==> src/rtl/rv_pkg.sv <==
// Shared RV32I register-file types and constants.
// Address width and register count are fixed by the ISA.
package rv_pkg;

  localparam int REG_ADDR_W = 5;
  localparam int NUM_REGS   = 32;
  localparam int WORD_SIZE  = 32;

  typedef logic [REG_ADDR_W-1:0] reg_addr_t;
  typedef logic [NUM_REGS-1:0]   reg_mask_t;

  localparam reg_addr_t ZERO_REG = 5'd0;

  // One-hot mask for a register; x0 never gets a bit.
  function automatic reg_mask_t reg_onehot(
    input logic      en,
    input reg_addr_t addr
  );
    reg_mask_t m;
    m = '0;
    if (en && addr != ZERO_REG) begin
      m[addr] = 1'b1;
    end
    return m;
  endfunction

endpackage

==> src/rtl/register_file_if.sv <==
// Decode/writeback side bundle of the register file:
// write port, two read ports, issue marks and stall.
interface register_file_if
  import rv_pkg::*;
#(
  parameter int WORD_SIZE = rv_pkg::WORD_SIZE
);

  logic                 write_enable;
  reg_addr_t            write_addr;
  logic [WORD_SIZE-1:0] write_data;

  logic                 read_enable;
  reg_addr_t            rs1_addr;
  reg_addr_t            rs2_addr;
  logic [WORD_SIZE-1:0] rs1_data;
  logic [WORD_SIZE-1:0] rs2_data;

  logic                 issue_valid;
  reg_addr_t            issue_rd;
  logic                 read_stall;

  modport master (
    output write_enable,
    output write_addr,
    output write_data,
    output read_enable,
    output rs1_addr,
    output rs2_addr,
    output issue_valid,
    output issue_rd,
    input  rs1_data,
    input  rs2_data,
    input  read_stall
  );

  modport slave (
    input  write_enable,
    input  write_addr,
    input  write_data,
    input  read_enable,
    input  rs1_addr,
    input  rs2_addr,
    input  issue_valid,
    input  issue_rd,
    output rs1_data,
    output rs2_data,
    output read_stall
  );

endinterface

==> src/rtl/reg_scoreboard.sv <==
// Pending-write scoreboard: one bit per register,
// set on issue, cleared on writeback, drives RAW stall.
module reg_scoreboard
  import rv_pkg::*;
(
  input  logic      clock,
  input  logic      reset,
  input  logic      issue_valid,
  input  reg_addr_t issue_rd,
  input  logic      write_enable,
  input  reg_addr_t write_addr,
  input  reg_addr_t rs1_addr,
  input  reg_addr_t rs2_addr,
  output logic      read_stall
);

  reg_mask_t pending;
  reg_mask_t pending_next;
  reg_mask_t set_mask;
  reg_mask_t clr_mask;
  logic      hit1;
  logic      hit2;
  logic      byp1;
  logic      byp2;

  // Issue outranks writeback on the same register.
  always_comb begin
    set_mask     = reg_onehot(issue_valid, issue_rd);
    clr_mask     = reg_onehot(write_enable, write_addr);
    pending_next = (pending & ~clr_mask) | set_mask;
    pending_next[ZERO_REG] = 1'b0;
  end

  // Pending bits register.
  always_ff @(posedge clock or posedge reset) begin
    if (reset) begin
      pending <= '0;
    end else begin
      pending <= pending_next;
    end
  end

  // A same-cycle write resolves the hazard via bypass.
  always_comb begin
    hit1 = pending[rs1_addr];
    hit2 = pending[rs2_addr];
    byp1 = write_enable && (write_addr == rs1_addr);
    byp2 = write_enable && (write_addr == rs2_addr);
    read_stall = (hit1 && !byp1) || (hit2 && !byp2);
  end

endmodule

==> src/rtl/register_file.sv <==
// RV32I architectural register file: storage, write port,
// registered dual read with write bypass, RAW scoreboard.
module register_file
  import rv_pkg::*;
#(
  parameter int WORD_SIZE = rv_pkg::WORD_SIZE
)(
  input logic            clock,
  input logic            reset,
  register_file_if.slave bus
);

  logic [WORD_SIZE-1:0] regs [NUM_REGS];
  logic [WORD_SIZE-1:0] rs1_next;
  logic [WORD_SIZE-1:0] rs2_next;
  logic                 wr_ok;

  assign wr_ok = bus.write_enable
              && (bus.write_addr != ZERO_REG);

  // Architectural storage; x0 is never written.
  always_ff @(posedge clock or posedge reset) begin
    if (reset) begin
      for (int i = 0; i < NUM_REGS; i++) begin
        regs[i] <= '0;
      end
    end else if (wr_ok) begin
      regs[bus.write_addr] <= bus.write_data;
    end
  end

  // Port 1 source: zero, bypassed write, or storage.
  always_comb begin
    rs1_next = regs[bus.rs1_addr];
    unique case (1'b1)
      bus.rs1_addr == ZERO_REG:
        rs1_next = '0;
      wr_ok && (bus.write_addr == bus.rs1_addr):
        rs1_next = bus.write_data;
      default:
        rs1_next = regs[bus.rs1_addr];
    endcase
  end

  // Port 2 source: zero, bypassed write, or storage.
  always_comb begin
    rs2_next = regs[bus.rs2_addr];
    unique case (1'b1)
      bus.rs2_addr == ZERO_REG:
        rs2_next = '0;
      wr_ok && (bus.write_addr == bus.rs2_addr):
        rs2_next = bus.write_data;
      default:
        rs2_next = regs[bus.rs2_addr];
    endcase
  end

  // Read ports capture on read_enable, else hold.
  always_ff @(posedge clock or posedge reset) begin
    if (reset) begin
      bus.rs1_data <= '0;
      bus.rs2_data <= '0;
    end else if (bus.read_enable) begin
      bus.rs1_data <= rs1_next;
      bus.rs2_data <= rs2_next;
    end
  end

  reg_scoreboard u_scoreboard (
    .clock        (clock),
    .reset        (reset),
    .issue_valid  (bus.issue_valid),
    .issue_rd     (bus.issue_rd),
    .write_enable (bus.write_enable),
    .write_addr   (bus.write_addr),
    .rs1_addr     (bus.rs1_addr),
    .rs2_addr     (bus.rs2_addr),
    .read_stall   (bus.read_stall)
  );

endmodule

==> src/flat_wrapper.sv <==
// flat-port wrapper written by rule: the top's interface ports become plain ports
module register_file_flat import rv_pkg::*;
#(
  parameter int WORD_SIZE = rv_pkg::WORD_SIZE
)
  (clock, reset, bus_write_enable, bus_write_addr, bus_write_data, bus_read_enable, bus_rs1_addr, bus_rs2_addr, bus_issue_valid, bus_issue_rd, bus_rs1_data, bus_rs2_data, bus_read_stall);
  register_file_if #(.WORD_SIZE(WORD_SIZE)) bus_i ();
  input logic clock;
  input logic reset;
  input wire logic [$bits(bus_i.write_enable)-1:0] bus_write_enable;
  input wire logic [$bits(bus_i.write_addr)-1:0] bus_write_addr;
  input wire logic [$bits(bus_i.write_data)-1:0] bus_write_data;
  input wire logic [$bits(bus_i.read_enable)-1:0] bus_read_enable;
  input wire logic [$bits(bus_i.rs1_addr)-1:0] bus_rs1_addr;
  input wire logic [$bits(bus_i.rs2_addr)-1:0] bus_rs2_addr;
  input wire logic [$bits(bus_i.issue_valid)-1:0] bus_issue_valid;
  input wire logic [$bits(bus_i.issue_rd)-1:0] bus_issue_rd;
  output wire logic [$bits(bus_i.rs1_data)-1:0] bus_rs1_data;
  output wire logic [$bits(bus_i.rs2_data)-1:0] bus_rs2_data;
  output wire logic [$bits(bus_i.read_stall)-1:0] bus_read_stall;
  assign bus_i.write_enable = bus_write_enable;
  assign bus_i.write_addr = bus_write_addr;
  assign bus_i.write_data = bus_write_data;
  assign bus_i.read_enable = bus_read_enable;
  assign bus_i.rs1_addr = bus_rs1_addr;
  assign bus_i.rs2_addr = bus_rs2_addr;
  assign bus_i.issue_valid = bus_issue_valid;
  assign bus_i.issue_rd = bus_issue_rd;
  assign bus_rs1_data = bus_i.rs1_data;
  assign bus_rs2_data = bus_i.rs2_data;
  assign bus_read_stall = bus_i.read_stall;
  register_file #(.WORD_SIZE(WORD_SIZE)) u_core (.clock(clock), .reset(reset), .bus(bus_i));
endmodule
==> config.mk <==
export PLATFORM = sky130hd
export DESIGN_NAME = register_file_flat
export DESIGN_NICKNAME = d
export VERILOG_FILES = /design/src/rtl/rv_pkg.sv /design/src/rtl/register_file_if.sv /design/src/rtl/reg_scoreboard.sv /design/src/rtl/register_file.sv /design/src/flat_wrapper.sv
export SDC_FILE = /design/constraint.sdc
export NUM_CORES = 2
export LEC_CHECK = 0
export BUFFER_PORTS_ARGS = -buffer_cell sky130_fd_sc_hd__buf_4
export CAP_MARGIN = 20
export CORE_MARGIN = 5
export CORE_UTILIZATION = 57
export CTS_CLUSTER_DIAMETER = 200
export DETAILED_ROUTE_END_ITERATION = 8
export PLACE_DENSITY = 0.75
export SYNTH_ARGS = -nofsm -noshare
export SYNTH_HDL_FRONTEND = slang
export SYNTH_HIERARCHICAL = 1
export SYNTH_SLANG_ARGS = --single-unit
==> constraint.sdc <==
create_clock -name clock -period 31.3 [get_ports clock]
set_input_delay 1.565 -clock clock [delete_from_list [all_inputs] [get_ports clock]]
set_output_delay 1.565 -clock clock [all_outputs]
set_load 0.02 [all_outputs]
==> impl_metrics.ini <==
[clock_tree]
post_cts_resize_count = 0
cts-buffers-inserted = 112
cts_tree = yes
h-tree-depth = 3
clkSinkCount = 1119
cts_setup_buffers = 0
clkTransAtPathRegs_ns = 0.06
postCtsHoldBufs = 0
insertion_delay_ns = 0.69
cts-root-buf = clkbuf_16
clockBufferDepth = 3

[setup_path]
end_kind = output pin
timing.rr.start = u_core/regs[635]$_DFFE_PP0P_
r2r_slack_ns = 29.36
slowest_delay_ns = 0.61
rr_worst_depth = 5
critPathBufInv = 2
path_max_fanout = 73
cp_cell_sequence = buf_8 > mux4_2 > nor3b_1 > a31oi_1 > a22o_1 > a22o_1 > buf_4
cp.required_ns = 29.74
cp_num_cells = 7
worst_path_max_delay_cell = buf_8
r2r_end = u_core/bus.rs1_data[27]$_DFFE_PP0P_
crit_end = bus_read_stall
worstSetupStartpointType = input port
cp_common_cell = a22o_1
critPathLaunch = bus_rs2_addr[0]
cpLargestDelayFamily = buffers and inverters
worst_ep_arrival_time_ns = 3.71
worstSetupPathType = in2out

[logic_synthesis]
ys.warnings.count = 6
ys_types = 49
synth_seq_cells = 1119
avgSynthCellArea_sq_um = 14.8
ys_seq_area_share_pct = 48.1
synth-async-reset-ratio_pct = 100
synth_edf_count = 0
synth_cells = 3920
synth_ff_type = dfrtp_1
synth_nets = 3977
syn-cell-area_sq_um = 58200

[timing]
finalClockSkew_ns = 0.0218
min_period_ns = 5.28
tightestPinTransition_ns = 1.14
fin_tns_setup_ns = 0
setup_viol = 0
relSlewSlack_pct = 24.0
max_freq_ghz = 0.189
rsz0062_at_grt = false
drv_slew = 0
hold_violations = 0
fin_crit_sh_pct = 16.9

[place]
gp_congestion = 0.805
port_buffers = 121
dpl.hpwl_mm = 87.5
dp_cells = 5043

[global_route]
grt_max_degree = 193
track_usage_pct = 30.6
grt_pass1_vias = 39000
grt_pass1_wl_mm = 250
antenna_found_initial = 3
grt_overflow = 0

[job]
drv_cap = 0

[detailed_routing]
routed_wl_mm = 166
routedWlPerCell_microns = 31.5
ant_nets = 0
drtIter0Drc = 4039
drc = 0
dr.pass1.iters = 6
vias = 37600
vias_per_cell = 7.14

[floorplanning]
core_sq_um = 102000
dieArea_sq_um = 109000
start_util_pct = 57.3
core.rowCount = 117
ios = 122
die_h_microns = 330
die_w_microns = 330

[min_path]
hold_class = reg2reg

[cells_and_area]
fin_nets = 3848
drive_gt1_share_pct = 49.8
layout_commonest_cell = dfrtp_1
layout_common_cells = dfrtp_1, mux2_2, mux4_2
syn2layout_area_growth_pct = 9.33
fin_cells = 5259

[power]
ir_drop_mv = 0.0493
p_per_area_nw_per_um2 = 65.0
p_leak_uw = 0.0275

[run_status]
status = finished, final reports clean
## synthesized netlist by cell type (all sizes together), types with 3 or more instances
cell,count,share of area (%)
nor2b,10,0.11
nand3,14,0.12
nand2b,3,0.032
nand2,186,1.2
o221ai,64,0.96
and2,3,0.032
mux4,524,20
inv,68,0.44
nand4,4,0.043
mux2i,11,0.19
nor3b,7,0.090
nand3b,13,0.17
nand4b,4,0.060
a22o,3,0.045
mux2,997,19
dfrtp,1119,48
nor4,3,0.058
nor2,22,0.14
a31oi,5,0.054
nor3,3,0.034
o21ai,65,0.56
a21oi,5,0.043
clkbuf,234,1.5
buf,207,1.9
xor2,18,0.27
a22oi,310,4.0
## worst min path at each step
stage / from / end / slack [ns] / depth (start not counted)
after global routing: u_core/regs[1017]$_DFFE_PP0P_ / u_core/regs[1017]$_DFFE_PP0P_ / 0.41 / 0
after global placement: u_core/regs[1015]$_DFFE_PP0P_ / u_core/regs[1015]$_DFFE_PP0P_ / 0.38 / 0
after CTS: u_core/regs[1014]$_DFFE_PP0P_ / u_core/regs[1014]$_DFFE_PP0P_ / 0.40 / 0
after floorplan: u_core/regs[1000]$_DFFE_PP0P_ / u_core/regs[1000]$_DFFE_PP0P_ / 0.44 / 1
after detailed placement: u_core/regs[1008]$_DFFE_PP0P_ / u_core/regs[1008]$_DFFE_PP0P_ / 0.38 / 0
final: u_core/regs[1016]$_DFFE_PP0P_ / u_core/regs[1016]$_DFFE_PP0P_ / 0.40 / 0
## final cells by class
class / instances / area, sq um
fillers: 7436 / 38000
multi-input cells: 2292 / 28200
well taps: 1368 / 1710
repair buffers: 198 / 1650
clock inverters: 42 / 467
flip-flops and latches: 1119 / 28000
inverters: 68 / 259
clock buffers: 168 / 3290
diodes: 4 / 10.0
## logic make-up after synthesis
logic type / count (synthesis) / synth area share, %
mux: 1532 / 39.8
flops: 1119 / 48.1
compound gates: 458 / 5.77
buf+inv: 509 / 3.82
simple gates: 282 / 2.22
xor+xnor: 20 / 0.301
## routing by layer
layer,wire length (microns),global-route usage [%],share of wire (%)
met1,64400,41.6,39
met2,80400,49.8,49
met3,14000,5.81,8.4
met4,6970,11.9,4.2
met5,0,0,0
## report_power, final
group / internal [uW] / switching [uW] / total, uW / leakage, uW
sequential: 1720 / 212 / 1940 / 0.0144
clock: 794 / 579 / 1370 / 0.00186
combinational: 494 / 334 / 828 / 0.0113
total: 3010 / 1130 / 4140 / 0.0275
## flip-flops by register name, indices dropped and copies added, names as in the netlist
| signal | count |
|---|---|
| u_core/bus.rs1_data | 32 |
| u_core/bus.rs2_data | 32 |
| u_core/regs | 1024 |
| u_core/u_scoreboard/pending | 31 |
## through the flow
stage | setup WS [ns] | power (uW) | hold WS, ns | area, sq um | utilization [%]
2_1_floorplan | 14.73 | 2540 | 0.441 | 58200 | -
3_3_place_gp | 25.61 | 2730 | 0.378 | 59800 | 58.8
3_5_place_dp | 25.48 | 2770 | 0.383 | 59800 | 58.9
4_1_cts | 25.97 | 4150 | 0.397 | 63600 | 62.6
5_1_grt | 25.86 | 4300 | 0.410 | 63600 | 62.6
6_report | 26.02 | 4140 | 0.396 | 63600 | 62.6
Note: power is estimated with default switching activity, not from simulation.
